$ cat src/rtl/baud_pkg.sv
// Shared defaults and helpers for the programmable baud generator.
// The defaults give 19200 baud at 16x oversampling from a 50 MHz clock.
package baud_pkg;

    localparam int unsigned DIV_RESET_DEF = 163;
    localparam int unsigned OVS_DEF       = 16;

    typedef enum logic {
        SLOT_EMPTY = 1'b0,
        SLOT_FULL  = 1'b1
    } slot_t;

    function automatic int unsigned clog2(input int unsigned value);
        int unsigned r;
        r = 0;
        for (int unsigned v = value - 1; v > 0; v = v >> 1) begin
            r = r + 1;
        end
        return r;
    endfunction

endpackage

$ cat src/rtl/mod_m_counter.sv
// Modulo-m counter with enable, synchronous clear and a runtime modulus.
// The wrap flag is high on the enabled cycle that returns the count to zero.
module mod_m_counter #(
    parameter int unsigned W  = 8,
    parameter int unsigned MW = W
) (
    input  logic          clk,
    input  logic          reset,
    input  logic          en,
    input  logic          clr,
    input  logic [MW-1:0] m,
    output logic [W-1:0]  q,
    output logic          wrap
);

    logic [MW-1:0] last;

    assign last = m - MW'(1);

    // A modulus shrunk below the held count wraps at once instead of
    // running through the whole counter range.
    assign wrap = en && (MW'(q) >= last);

    always_ff @(posedge clk) begin
        if (reset || clr) begin
            q <= '0;
        end else if (en) begin
            q <= wrap ? '0 : q + W'(1);
        end
    end

endmodule

$ cat src/rtl/baud_gen_prog.sv
// Runtime-programmable baud generator: sample tick every div_cur clocks,
// bit tick every OVS sample ticks, glitch-free divisor update via valid/ready.
module baud_gen_prog
    import baud_pkg::*;
#(
    parameter int unsigned N         = 8,
    parameter int unsigned DIV_RESET = DIV_RESET_DEF,
    parameter int unsigned OVS       = OVS_DEF,
    parameter int unsigned OW        = clog2(OVS)
) (
    input  logic          clk,
    input  logic          reset,
    input  logic          en,
    input  logic          resync,
    input  logic          div_valid,
    input  logic [N-1:0]  div_in,
    output logic          div_ready,
    output logic          s_tick,
    output logic          b_tick,
    output logic [N-1:0]  q,
    output logic [OW-1:0] os_q,
    output logic [N-1:0]  div_cur
);

    localparam int unsigned OSW = OW + 1;

    slot_t          slot;
    logic [N-1:0]   pend;
    logic [N-1:0]   div_eff;
    logic [OSW-1:0] os_mod;
    logic           s_wrap;
    logic           os_wrap;
    logic           apply;

    assign os_mod    = OSW'(OVS);
    assign div_eff   = (div_in == '0) ? N'(1) : div_in;
    assign div_ready = (slot == SLOT_EMPTY);
    assign s_tick    = s_wrap && !reset;
    assign b_tick    = os_wrap;

    // Swap only where the running period cannot be cut short: at its wrap,
    // while counting is stalled, or when the counters are being cleared.
    assign apply = (slot == SLOT_FULL) && (s_tick || !en || resync);

    always_ff @(posedge clk) begin
        if (reset) begin
            div_cur <= N'(DIV_RESET);
            pend    <= '0;
            slot    <= SLOT_EMPTY;
        end else if (apply) begin
            div_cur <= pend;
            slot    <= SLOT_EMPTY;
        end else if (div_valid && slot == SLOT_EMPTY) begin
            pend <= div_eff;
            slot <= SLOT_FULL;
        end
    end

    mod_m_counter #(
        .W  (N),
        .MW (N)
    ) u_sample (
        .clk   (clk),
        .reset (reset),
        .en    (en),
        .clr   (resync),
        .m     (div_cur),
        .q     (q),
        .wrap  (s_wrap)
    );

    mod_m_counter #(
        .W  (OW),
        .MW (OSW)
    ) u_oversample (
        .clk   (clk),
        .reset (reset),
        .en    (s_tick),
        .clr   (resync),
        .m     (os_mod),
        .q     (os_q),
        .wrap  (os_wrap)
    );

endmodule

$ cat config.mk
export PLATFORM = sky130hd
export DESIGN_NAME = baud_gen_prog
export DESIGN_NICKNAME = d
export VERILOG_FILES = /design/src/rtl/baud_pkg.sv /design/src/rtl/mod_m_counter.sv /design/src/rtl/baud_gen_prog.sv
export SDC_FILE = /design/constraint.sdc
export NUM_CORES = 1
export LEC_CHECK = 0
export BUFFER_PORTS_ARGS = -buffer_cell sky130_fd_sc_hd__buf_4
export CORE_ASPECT_RATIO = 1.75
export CORE_UTILIZATION = 52
export DETAILED_ROUTE_END_ITERATION = 8
export GPL_TIMING_DRIVEN = 0
export PLACE_DENSITY = 0.78
export SETUP_SLACK_MARGIN = 0.02
export SYNTH_ARGS = -nofsm -noshare
export SYNTH_HDL_FRONTEND = slang
export SYNTH_SLANG_ARGS = --single-unit
$ cat constraint.sdc
create_clock -name clk -period 3.2 [get_ports clk]
set_input_delay 0.64 -clock clk [delete_from_list [all_inputs] [get_ports clk]]
set_output_delay 0.64 -clock clk [all_outputs]
set_load 0.005 [all_outputs]
### Word-level counts from Yosys, hierarchy flattened

Cells that the tools add are included.

| operators by class | value |
|---|---|
| add/sub/neg operators | 3 |
| multiplexer cells | 3 |
| bitwise logic cells | 2 |
| $lt $le $gt $ge | 2 |
| reduce and logical (&&, ||, !) cells | 13 |

Operators by type and width:

| kind | number |
|---|---|
| $mux W8 | 2 |
| $add A8 B1 Y8 const B | 1 |
| $ge A8 B8 Y1 | 1 |
| $logic_not A8 Y1 | 1 |
| $sub A8 B1 Y8 const B | 1 |
| $logic_and A1 B1 Y1 | 5 |
| $add A4 B1 Y4 const B | 1 |
| $ge A4 B4 Y1 const B | 1 |
| $mux W4 | 1 |
| $logic_or A1 B1 Y1 | 3 |
| $logic_not A1 Y1 | 2 |
| $not A1 Y1 | 2 |
| $reduce_and A2 Y1 | 1 |
| $reduce_or A2 Y1 | 1 |

| storage, ports and cells | value |
|---|---|
| output and inout port bits | 23 |
| input port bits | 13 |
| register bits after elaboration | 29 |

### Longest topological paths before layout

Gate-level depths: netlist of the first run.

| depth | value |
|---|---|
| word-level depth | 9 |
| gate-level depth with buffers | 10 |
| depth with buffers taken out | 10 |

### Cells and area by module

A second synthesis of the first run with hierarchy kept.

| second synthesis, totals | value |
|---|---|
| cell total of the unflattened synthesis | 191 |
| area, all modules | 1781.7 um^2 |

Modules (own cells, without submodules):

| module | area each (um^2) | seq. area each (um^2) | cells an instance | times used |
|---|---|---|---|---|
| mod_m_counter (u_sample) | 724.4 | 160.2 | 72 | 1 |
| baud_gen_prog | 709.4 | 340.3 | 83 | 1 |
| mod_m_counter (u_oversample) | 347.8 | 80.1 | 36 | 1 |

### Least setup slack after synthesis of the first run

No wires, ideal clock.

| timing | value |
|---|---|
| path kind | register to output |
| from | reg div_cur[2] |
| to | out b_tick |
| path buffers | 0 |
| required time | 2560 ps |
| arrival time | 2310 ps |
| stages on the path, launching flop included | 9 |
| slack | 250 ps |
| path through | dfxtp_1 -> nor4_1 -> nand2_1 -> xor2_1 -> ha_1 -> and4_4 -> a221o_1 -> a221oi_4 -> nor4_1 |

| between the ends | value |
|---|---|
| cells in the longest elaborated chain, start to end | 5 |

RTL lines:

| what | RTL line | source |
|---|---|---|
| from (decl) | baud_gen_prog.sv:22 | `output logic [N-1:0] div_cur` |
| from (signal assigned) | baud_gen_prog.sv:47 | `div_cur <= N'(DIV_RESET);` |
| from (signal assigned) | baud_gen_prog.sv:51 | `div_cur <= pend;` |
| $sub A8 B1 Y8 | mod_m_counter.sv:18 | `assign last = m - MW'(1);` |
| $ge A8 B8 Y1 | mod_m_counter.sv:22 | `assign wrap = en && (MW'(q) >= last);` |
| $logic_and A1 B1 Y1 | mod_m_counter.sv:22 |  |
| $logic_and A1 B1 Y1 | baud_gen_prog.sv:38 | `assign s_tick = s_wrap && !reset;` |
| $logic_and A1 B1 Y1 | mod_m_counter.sv:22 |  |
| to (decl) | baud_gen_prog.sv:19 | `output logic b_tick,` |

Every way passes these cells.

### Worst setup path in the final report of the first run

| timing | value |
|---|---|
| from | reg div_cur[0] |
| to | out s_tick |

| between the ends | value |
|---|---|
| cells in the longest elaborated chain, start to end | 4 |

RTL lines:

| what | RTL line | source |
|---|---|---|
| $sub A8 B1 Y8 | mod_m_counter.sv:18 |  |
| $ge A8 B8 Y1 | mod_m_counter.sv:22 |  |
| $logic_and A1 B1 Y1 | mod_m_counter.sv:22 |  |
| $logic_and A1 B1 Y1 | baud_gen_prog.sv:38 |  |
| to (decl) | baud_gen_prog.sv:18 | `output logic s_tick,` |

Every way passes these cells.

==> run_results.csv, run 1 <==
group,metric,value,unit
timing,fin_crit_sh,1.02,
critical_path,arrival,2620,ps
yosys,syn-num-nets,198,
critical_path,critPathKind,"flip-flop to output port",
routing,highest_layer,"met4",
clock_network,clkSinkCount,29,
place,portBuffers,34,
global_route,grt_max_degree,11,
layout,fillCellCount,212,
yosys,synth.distinct_cells,33,
pwr,p_leak,0.000834,µW
pwr,pwr-share-comb,0.125,
global_route,grt_pass1_wl,5720,µm
global_route,grt-ovfl-total,0,
routing,num_vias,1372,
status,violations,"negative setup slack",
critical_path,critPathMaxFanout,6,
yosys,synth_area,1510,µm²
pwr,p_sw_frac,0.261,
clock_network,cts_root_buf,"clkbuf_8",
timing,fin_crit,3260,ps
critical_path,cp-end-kind,"output port",
pwr,power,772,µW
global_route,grt_pass1_vias,1346,
yosys,ys_seq_elements,29,
floorplan,fp.dieW,42.7,µm
routing,drt_drc_violations_left,0,
yosys,ys_warn_count,0,
layout,drive_gt1_frac,0.287,
layout,area_growth,31.9,%
timing,drv_slew,0,
floorplan,die_h,73.2,µm
routing,wl_per_cell,14.1,µm
critical_path,rrSetupSlack,170,ps
floorplan,initial_utilization,0.554,
clock_network,clk_latency,290,ps
timing,grt_setup_unrepaired,"true",
clock_network,cts_hold_buf,0,
timing,tightestPinTransition,587,ps
routing,wl_met3,109,µm
timing,relSlewSlack,0.604,
clock_network,clkTransAtPathRegs,70,ps
routing,drt_iter0_markers,30,
pwr,p_clk_frac,0.374,
critical_path,required,2560,ps
routing,dr.pass1.iters,4,
critical_path,critPathLaunchType,"flip-flop",
layout,fin_nets,246,
timing,skew,8.99,ps
routing,detail_route.wirelength,3530,µm
status,outcome,"finished with violations",
clock_network,cts_tree,"done",
timing,setup-tns-final,-113,ps
floorplan,num_rows,25,
pwr,power_switching,201,µW
layout,layout_common_cells,"41 x buf_4, 24 x nand2_1, 23 x dfxtp_1",
clock_network,cts_buffers,5,
pwr,power_density,389,nW/µm²
worst_hold_path,min_path_type,"flip-flop to flip-flop",
yosys,synthCells,174,
global_route,grt_usage,0.244,
routing,drt-met1-wl,1280,µm
timing,fmax,306,MHz
routing,drtAntennaViolNets,0,
floorplan,num_io_pins,36,
layout,diodes,0,
layout,final_common_cell,"buf_4",
pwr,seqPwrFrac,0.500,
yosys,synth_area_per_cell,8.66,µm²
job,maxCapViolCount,0,
place,dpl.hpwl,2670,µm
clock_network,cts-htree-levels,2,
timing,setup_viol,2,
global_route,antenna_found_initial,0,
floorplan,core,2720,µm²
timing,hold_violations,0,
timing,fin_ws,-64.3,ps
pwr,intPower,571,µW
pwr,ir_worst_vdd,322,µV
routing,vias_per_cell,5.49,
yosys,ys_seq_area_frac,0.385,
clock_network,cts_buffer_depth,2,
routing,wl_met2,2060,µm
floorplan,die_area,3120,µm²
place,globalplace.congestion,0.788,
==> synthesized netlist by cell type <==
| cell type | n | area [µm²] |
|---|---|---|
| clkbuf_1 | 4 | 15.0 |
| or3_1 | 1 | 6.26 |
| nand2_2 | 1 | 6.26 |
| o21ai_0 | 2 | 10.0 |
| and3_1 | 1 | 6.26 |
| a31oi_1 | 1 | 6.26 |
| mux2i_1 | 11 | 110 |
| dfxtp_1 | 29 | 581 |
| nand2_1 | 24 | 90.1 |
| nor2b_1 | 3 | 18.8 |
| a21boi_0 | 1 | 7.51 |
| a221oi_4 | 1 | 26.3 |
| xnor2_1 | 6 | 52.6 |
| nand4_1 | 2 | 12.5 |
| nor4_1 | 3 | 18.8 |
| a211oi_1 | 1 | 7.51 |
| nand2b_1 | 8 | 50.1 |
| o21bai_1 | 1 | 7.51 |
| nor3b_1 | 1 | 7.51 |
| nor2_1 | 23 | 86.3 |
| xor2_1 | 7 | 61.3 |
| nor3_1 | 5 | 25.0 |
| o311a_1 | 1 | 10.0 |
| buf_2 | 1 | 5.00 |
| a221o_1 | 1 | 10.0 |
| and4_4 | 1 | 11.3 |
| a21oi_2 | 1 | 8.76 |
| a21oi_1 | 12 | 60.1 |
| inv_1 | 5 | 18.8 |
| nor4b_1 | 1 | 8.76 |
| ha_1 | 11 | 138 |
| nand3_1 | 3 | 15.0 |
| a311oi_1 | 1 | 8.76 |
==> state kept, by name, indices dropped and copies added, names as in the netlist <==
name            flops
u_sample.q          8
div_cur             8
slot                1
u_oversample.q      4
pend                8
==> power groups by stage <==
stage | sequential, µW | clock, µW | combinational (µW)
2_1_floorplan | 392 | 0 | 53.1
3_3_place_gp | 393 | 0 | 83.7
3_5_place_dp | 394 | 0 | 90.1
4_1_cts | 386 | 287 | 96.1
5_1_grt | 388 | 311 | 107
6_report | 386 | 289 | 96.7
==> metrics by stage <==
step	hold slack, ps	worst slack (ps)	instance area (µm²)	instances	utilization
CTS	458	-10.3	1960	248	0.721
floorplan	437	250	1510	174	-
global placement	445	-28.9	1800	235	0.660
global route	481	-193	1990	250	0.730
detailed placement	449	-84.0	1800	235	0.660
finish	455	-64.3	1990	250	0.730
==> area by class of cell <==
type | instances | area (µm²) | share of cell area
Multi-Input combinational cell | 135 | 928 | 0.467
Sequential cell | 29 | 596 | 0.300
Timing Repair Buffer | 41 | 308 | 0.155
Clock buffer | 6 | 72.6 | 0.0365
Tap cell | 27 | 33.8 | 0.0170
Buffer | 5 | 20.0 | 0.0101
Inverter | 5 | 18.8 | 0.00945
Clock inverter | 2 | 10.0 | 0.00504
==> worst max-delay path, cell delays in order (launching register included) <==
cell and delay [ps]:
dfxtp_4 370, inv_1 90, ha_2 220, nand2_1 90, xor2_1 150, ha_1 280, and4_4 200, a221o_1 340
a221oi_4 360, nor2_1 80, buf_4 150
==> metal layers <==
metal | track usage | vias up
met5 | 0 | -
met4 | 0.122 | 0
met3 | 0.0668 | 9
met2 | 0.466 | 29
met1 | 0.226 | 642
li1 | - | 692
==> path summary, 6_finish.rpt <==
| check | start | to | cells past startpoint |
|---|---|---|---|
| min reg2reg | pend[1]$_SDFFE_PP0P_ | pend[1]$_SDFFE_PP0P_ | 2 |
| max | div_cur[0]$_SDFFE_PP1P_ | s_tick | 10 |
| max reg2reg | div_cur[0]$_SDFFE_PP1P_ | div_cur[5]$_SDFFE_PP1P_ | 12 |
| min | pend[1]$_SDFFE_PP0P_ | pend[1]$_SDFFE_PP0P_ | 2 |
==> cell families after synthesis <==
logic type,Yosys count,share of synthesized area
buffers and inverters,10,0.0257
flip-flops,29,0.385
adder cells (fa/ha/maj),11,0.0914
AND/OR/NAND/NOR,77,0.241
multiplexers,11,0.0731
XOR/XNOR,13,0.0756
AO/OA/AOI/OAI,23,0.108
==> what timing repair did <==
action / 4_1_cts / 5_1_grt
gates resized for setup: 14 / 2
setup endpoints to repair: 2 / 2
buffers inserted: 5 / 2
pin swaps: 7 / 3
Power figures use the tool's default switching activity.
==> inputs of run 2 (changes only) <==
REMOVE_ABC_BUFFERS = 1   (was unset)
==> run_results.csv, run 2 (synthesized netlist as in run 1, its figures left out) <==
group,metric,value,unit
place,place_area,1780,µm²
layout,layout_common_cells,"42 x buf_4, 24 x nand2_1, 23 x dfxtp_1",
timing,fmax,309,MHz
critical_path,critical_path.max_stage_delay,370,ps
global_route,grt_pass1_vias,1323,
clock_network,cts_tree,"done",
clock_network,cts-htree-levels,2,
floorplan,initial_utilization,0.554,
pwr,ir_worst_vdd,483,µV
critical_path,reg2reg_depth,10,
layout,fin_area,1980,µm²
place,preCtsSetupSlack,-77.9,ps
timing,fin_crit,3230,ps
layout,diodes,0,
timing,tightestPinTransition,604,ps
layout,area_growth,31.6,%
routing,vias_per_cell,5.49,
critical_path,r2r_start,"div_cur[3]$_SDFFE_PP0P_",
place,globalplace.congestion,0.712,
floorplan,fp.dieW,42.7,µm
critical_path,cp-end-kind,"output port",
clock_network,cts_root_buf,"clkbuf_8",
job,maxCapViolCount,0,
routing,wl_per_cell,14.0,µm
clock_network,clkTransAtPathRegs,60,ps
critical_path,cp_top_family,"compound AO/OA/AOI/OAI gates",
routing,dr.pass1.iters,4,
layout,fillCellCount,218,
layout,seqCellArea,596,µm²
worst_hold_path,min_from,"pend[1]$_SDFFE_PP0P_",
layout,multi_input_area,932,µm²
layout,drive_gt1_frac,0.284,
routing,num_vias,1345,
worst_hold_path,min_path_type,"flip-flop to flip-flop",
layout,reg_top3,"div_cur: 8 flops, pend: 8 flops, u_sample.q: 8 flops",
critical_path,critPathMaxFanout,5,
global_route,grt_pass1_wl,5670,µm
timing,relSlewSlack,0.597,
worst_hold_path,holdPathEnd,"pend[1]$_SDFFE_PP0P_",
routing,drt_drc_violations_left,0,
critical_path,required,2560,ps
critical_path,cpMaxStageDelayCell,"dfxtp_4",
timing,grt_setup_unrepaired,"true",
critical_path,path_cells,"nor4_4, nand2_1, xor2_1, ha_1, and4_4, a221o_1, a221oi_4, nor2_1, buf_4",
clock_network,cts_buffers,5,
critical_path,reg2reg_to,"div_cur[3]$_SDFFE_PP0P_",
layout,final_common_cell,"buf_4",
global_route,antenna_found_initial,0,
timing,fin_crit_sh,1.01,
timing,setup_viol,2,
routing,drtAntennaViolNets,0,
timing,skew,2.10,ps
floorplan,num_rows,25,
critical_path,arrival,2590,ps
floorplan,die_area,3120,µm²
critical_path,critPathKind,"flip-flop to output port",
critical_path,crit_buf_inv,1,
place,dpl.hpwl,2480,µm
clock_network,clkSinkCount,29,
floorplan,die_h,73.2,µm
critical_path,rrSetupSlack,370,ps
layout,fin_nets,242,
clock_network,cts_hold_buf,0,
status,outcome,"finished with violations",
timing,hold_violations,0,
clock_network,clk_latency,280,ps
floorplan,core,2720,µm²
routing,detail_route.wirelength,3440,µm
pwr,power_density,394,nW/µm²
pwr,p_leak,0.000826,µW
place,portBuffers,35,
floorplan,num_io_pins,36,
timing,fin_ws,-33.9,ps
critical_path,critPathLaunchType,"flip-flop",
worst_hold_path,hold_path_depth,2,
global_route,grt-ovfl-total,0,
timing,drv_slew,0,
global_route,grt_usage,0.243,
status,violations,"negative setup slack",
routing,drt_iter0_markers,19,
clock_network,cts_buffer_depth,2,
global_route,grt_max_degree,31,
==> run 2: cell types whose count changed in the layout (fill, tap and decap cells not counted), sizes merged <==
cell	delta
clkbuf	-3
clkinv	-2
==> run 2: per-stage QoR <==
step | hold WS [ps] | total power [µW] | setup TNS [ps] | instances | utilization
after global routing | 473 | 814 | -265 | 245 | 0.728
after global placement | 444 | 476 | -17.9 | 231 | 0.655
after detailed placement | 447 | 481 | -129 | 231 | 0.655
final | 457 | 780 | -65.9 | 245 | 0.728
after CTS | 455 | 782 | -62.2 | 244 | 0.716
after floorplan | 431 | 439 | 0 | 169 | -
==> run 2: report_power, final <==
| part | switching (µW) | internal (µW) | total, µW |
|---|---|---|---|
| registers | 13.2 | 374 | 387 |
| clock network | 128 | 170 | 298 |
| logic | 48.0 | 47.1 | 95.1 |
==> run 2: worst register-to-register path, stage by stage (launching register included) <==
cell and delay [ps]:
dfxtp_4 370, nor4_4 280, nand2_1 100, xor2_1 150
ha_1 310, and4_4 190, a221o_1 340, buf_4 150
a311oi_1 370, a21oi_2 260, mux2i_1 180
==> run 2: how the worst max path moves through the flow <==
stage / startpoint / slack, ps / endpoint / depth (start not counted)
after global placement: div_cur[2]$_SDFFE_PP0P_ / -20 / b_tick / 9
after floorplan: div_cur[2]$_SDFFE_PP0P_ / 250 / b_tick / 8
after global routing: div_cur[3]$_SDFFE_PP0P_ / -140 / b_tick / 9
final: div_cur[3]$_SDFFE_PP0P_ / -30 / s_tick / 9
after detailed placement: div_cur[2]$_SDFFE_PP0P_ / -80 / b_tick / 9
after CTS: div_cur[5]$_SDFFE_PP1P_ / -30 / b_tick / 9
==> run 2: repair_timing <==
item,4_1_cts,5_1_grt
setup endpoints to repair,2,2
pin swaps,8,2
buffers inserted,6,1
resized for setup,11,5
==> run 2: final cells by class <==
class,instances,share of cell area
inverters,5,0.00947
clock buffers,7,0.0436
multi-input cells,135,0.470
repair buffers,42,0.159
flip-flops and latches,29,0.301
well taps,27,0.0170
==> run 2: metal layers <==
| layer | global-route usage | vias up | part of all wire |
|---|---|---|---|
| met3 | 0.0644 | 8 | 0.039 |
| met2 | 0.453 | 42 | 0.58 |
| met4 | 0.118 | 0 | 0.025 |
| met5 | 0 | - | 0 |
| met1 | 0.237 | 614 | 0.36 |
| li1 | - | 681 | - |
==> inputs of run 3 (changes only) <==
--- a/config.mk
+++ b/config.mk
@@ -8,8 +8,8 @@
 export BUFFER_PORTS_ARGS = -buffer_cell sky130_fd_sc_hd__buf_4
 export CORE_ASPECT_RATIO = 1.75
-export CORE_UTILIZATION = 52
+export CORE_UTILIZATION = 56
 export DETAILED_ROUTE_END_ITERATION = 8
 export GPL_TIMING_DRIVEN = 0
-export PLACE_DENSITY = 0.78
+export PLACE_DENSITY = 0.83
 export REMOVE_ABC_BUFFERS = 1
 export SETUP_SLACK_MARGIN = 0.02
==> constraint.sdc (replaced) <==
create_clock -name clk -period 4.09 [get_ports clk]
set_input_delay 0.6135 -clock clk [delete_from_list [all_inputs] [get_ports clk]]
set_output_delay 0.6135 -clock clk [all_outputs]
set_load 0.005 [all_outputs]
==> run_results.csv, run 3 (synthesized netlist as in run 1, its figures left out) <==
group,metric,value,unit
pwr,seqPwrFrac,0.442,
critical_path,required,3480,ps
status,outcome,"finished, final reports clean",
routing,drt_drc_violations_left,0,
clock_network,cts_buffer_depth,2,
clock_network,cts_tree,"done",
timing,fin_crit,3560,ps
clock_network,cts_hold_buf,0,
critical_path,cpMaxStageDelayCell,"a221oi_4",
place,globalplace.congestion,0.738,
timing,drv_slew,0,
pwr,p_leak,0.000799,µW
routing,detail_route.wirelength,3280,µm
critical_path,critPathMaxFanout,9,
layout,reg_top3,"div_cur: 8 flops, pend: 8 flops, u_sample.q: 8 flops",
pwr,p_clk_frac,0.459,
layout,fillCellCount,216,
layout,area_growth,26.2,%
layout,final_common_cell,"buf_4",
pwr,p_sw_frac,0.235,
place,place_area,1780,µm²
clock_network,cts-htree-levels,2,
critical_path,crit_path_frequent_cell,"nor4_1",
clock_network,post_cts_resized,0,
timing,relSlewSlack,0.613,
routing,wl_per_cell,13.8,µm
global_route,grt_pass1_wl,5450,µm
global_route,grt-ovfl-total,0,
floorplan,core,2520,µm²
pwr,power_switching,161,µW
global_route,grt_usage,0.271,
layout,drive_gt1_frac,0.222,
place,portBuffers,35,
timing,grt_setup_unrepaired,"false",
timing,setup_viol,0,
critical_path,critical_path.max_stage_delay,500,ps
critical_path,crit_buf_inv,1,
job,maxCapViolCount,0,
layout,fin_area,1900,µm²
critical_path,arrival,2950,ps
global_route,grt_max_degree,31,
worst_hold_path,min_path_type,"flip-flop to flip-flop",
layout,seqCellArea,581,µm²
floorplan,die_h,70.6,µm
layout,diodes,0,
floorplan,num_io_pins,36,
critical_path,critPathKind,"flip-flop to output port",
timing,tightestPinTransition,580,ps
floorplan,die_area,2910,µm²
clock_network,clkSinkCount,29,
pwr,ir_worst_vdd,412,µV
clock_network,cts_buffers,5,
pwr,pwr-share-comb,0.099,
place,dpl.hpwl,2570,µm
routing,drtAntennaViolNets,0,
critical_path,cp-end-kind,"output port",
timing,fmax,281,MHz
floorplan,num_rows,24,
timing,fin_crit_sh,0.870,
critical_path,critPathLaunchType,"flip-flop",
timing,setup-tns-final,0,ps
pwr,intPower,523,µW
layout,fin_nets,235,
clock_network,postCtsSetupRepairBufs,0,
clock_network,clkTransAtPathRegs,60,ps
timing,hold_violations,0,
routing,drt_iter0_markers,28,
routing,vias_per_cell,5.67,
layout,multi_input_area,887,µm²
routing,dr.pass1.iters,4,
floorplan,initial_utilization,0.597,
clock_network,clk_latency,290,ps
pwr,power_density,360,nW/µm²
floorplan,fp.dieW,41.2,µm
critical_path,cp_top_family,"compound AO/OA/AOI/OAI gates",
layout,layout_common_cells,"35 x buf_4, 29 x dfxtp_1, 24 x nand2_1",
clock_network,cts_root_buf,"clkbuf_8",
critical_path,path_cells,"nor4_1, nand2_1, xor2_1, ha_1, and4_4, a221o_1, a221oi_4, nor4_1, buf_4",
global_route,antenna_found_initial,0,
timing,skew,6.19,ps
routing,num_vias,1349,
global_route,grt_pass1_vias,1327,
-- run 3: cell types whose count changed in the layout (fill, tap and decap cells not counted), moves of 3 or more --
cell | previous run | this run
buf_4 | 42 | 35
dfxtp_1 | 23 | 29
dfxtp_2 | 3 | 0
dfxtp_4 | 3 | 0
-- run 3: worst paths after layout --
kind	depth (start not counted)	start	slack [ps]	to
hold reg to reg	2	pend[3]$_SDFFE_PP0P_	460	pend[3]$_SDFFE_PP0P_
setup / recovery	9	div_cur[2]$_SDFFE_PP0P_	530	b_tick
hold / removal	2	pend[3]$_SDFFE_PP0P_	460	pend[3]$_SDFFE_PP0P_
setup reg to reg	9	div_cur[2]$_SDFFE_PP0P_	1170	div_cur[5]$_SDFFE_PP1P_
-- run 3: cell type report --
cell class / count / share of cell area
multi-input cells: 135 / 0.466
flip-flops and latches: 29 / 0.305
clock buffers: 6 / 0.0434
repair buffers: 35 / 0.138
inverters: 5 / 0.00987
well taps: 26 / 0.0171
clock inverters: 2 / 0.0197
-- run 3: worst reg2reg max path: cells and delay by family, from the launching register on --
family	cells	cell delay (ps)
muxes	1	190
DFF	1	370
and+or+nand+nor	3	680
xor gates and xnor gates	1	170
AOI/OAI and AO/OA	3	1060
adders and majority gates	1	320
-- run 3: routing by layer --
layer  global-route usage  wire length [µm]
met5                    0                 0
met4                0.125                78
met3               0.0784               130
met2                0.469              1850
met1                0.270              1210
-- run 3: power by group through the flow --
stage | logic (µW) | registers, µW | clock network [µW]
final | 67.7 | 302 | 314
after detailed placement | 68.1 | 308 | 0
after global routing | 76.3 | 303 | 328
after floorplan | 36.6 | 306 | 0
after CTS | 68.5 | 302 | 319
after global placement | 64.1 | 308 | 0
-- run 3: through the flow --
step           power (µW)  setup slack (ps)  std cells   util  hold WS (ps)
2_1_floorplan         343              1170        169      -           431
3_3_place_gp          372               907        230  0.706           445
3_5_place_dp          376               846        230  0.706           451
4_1_cts               690               528        238  0.754           460
5_1_grt               707               251        238  0.754           474
6_report              684               531        238  0.754           456
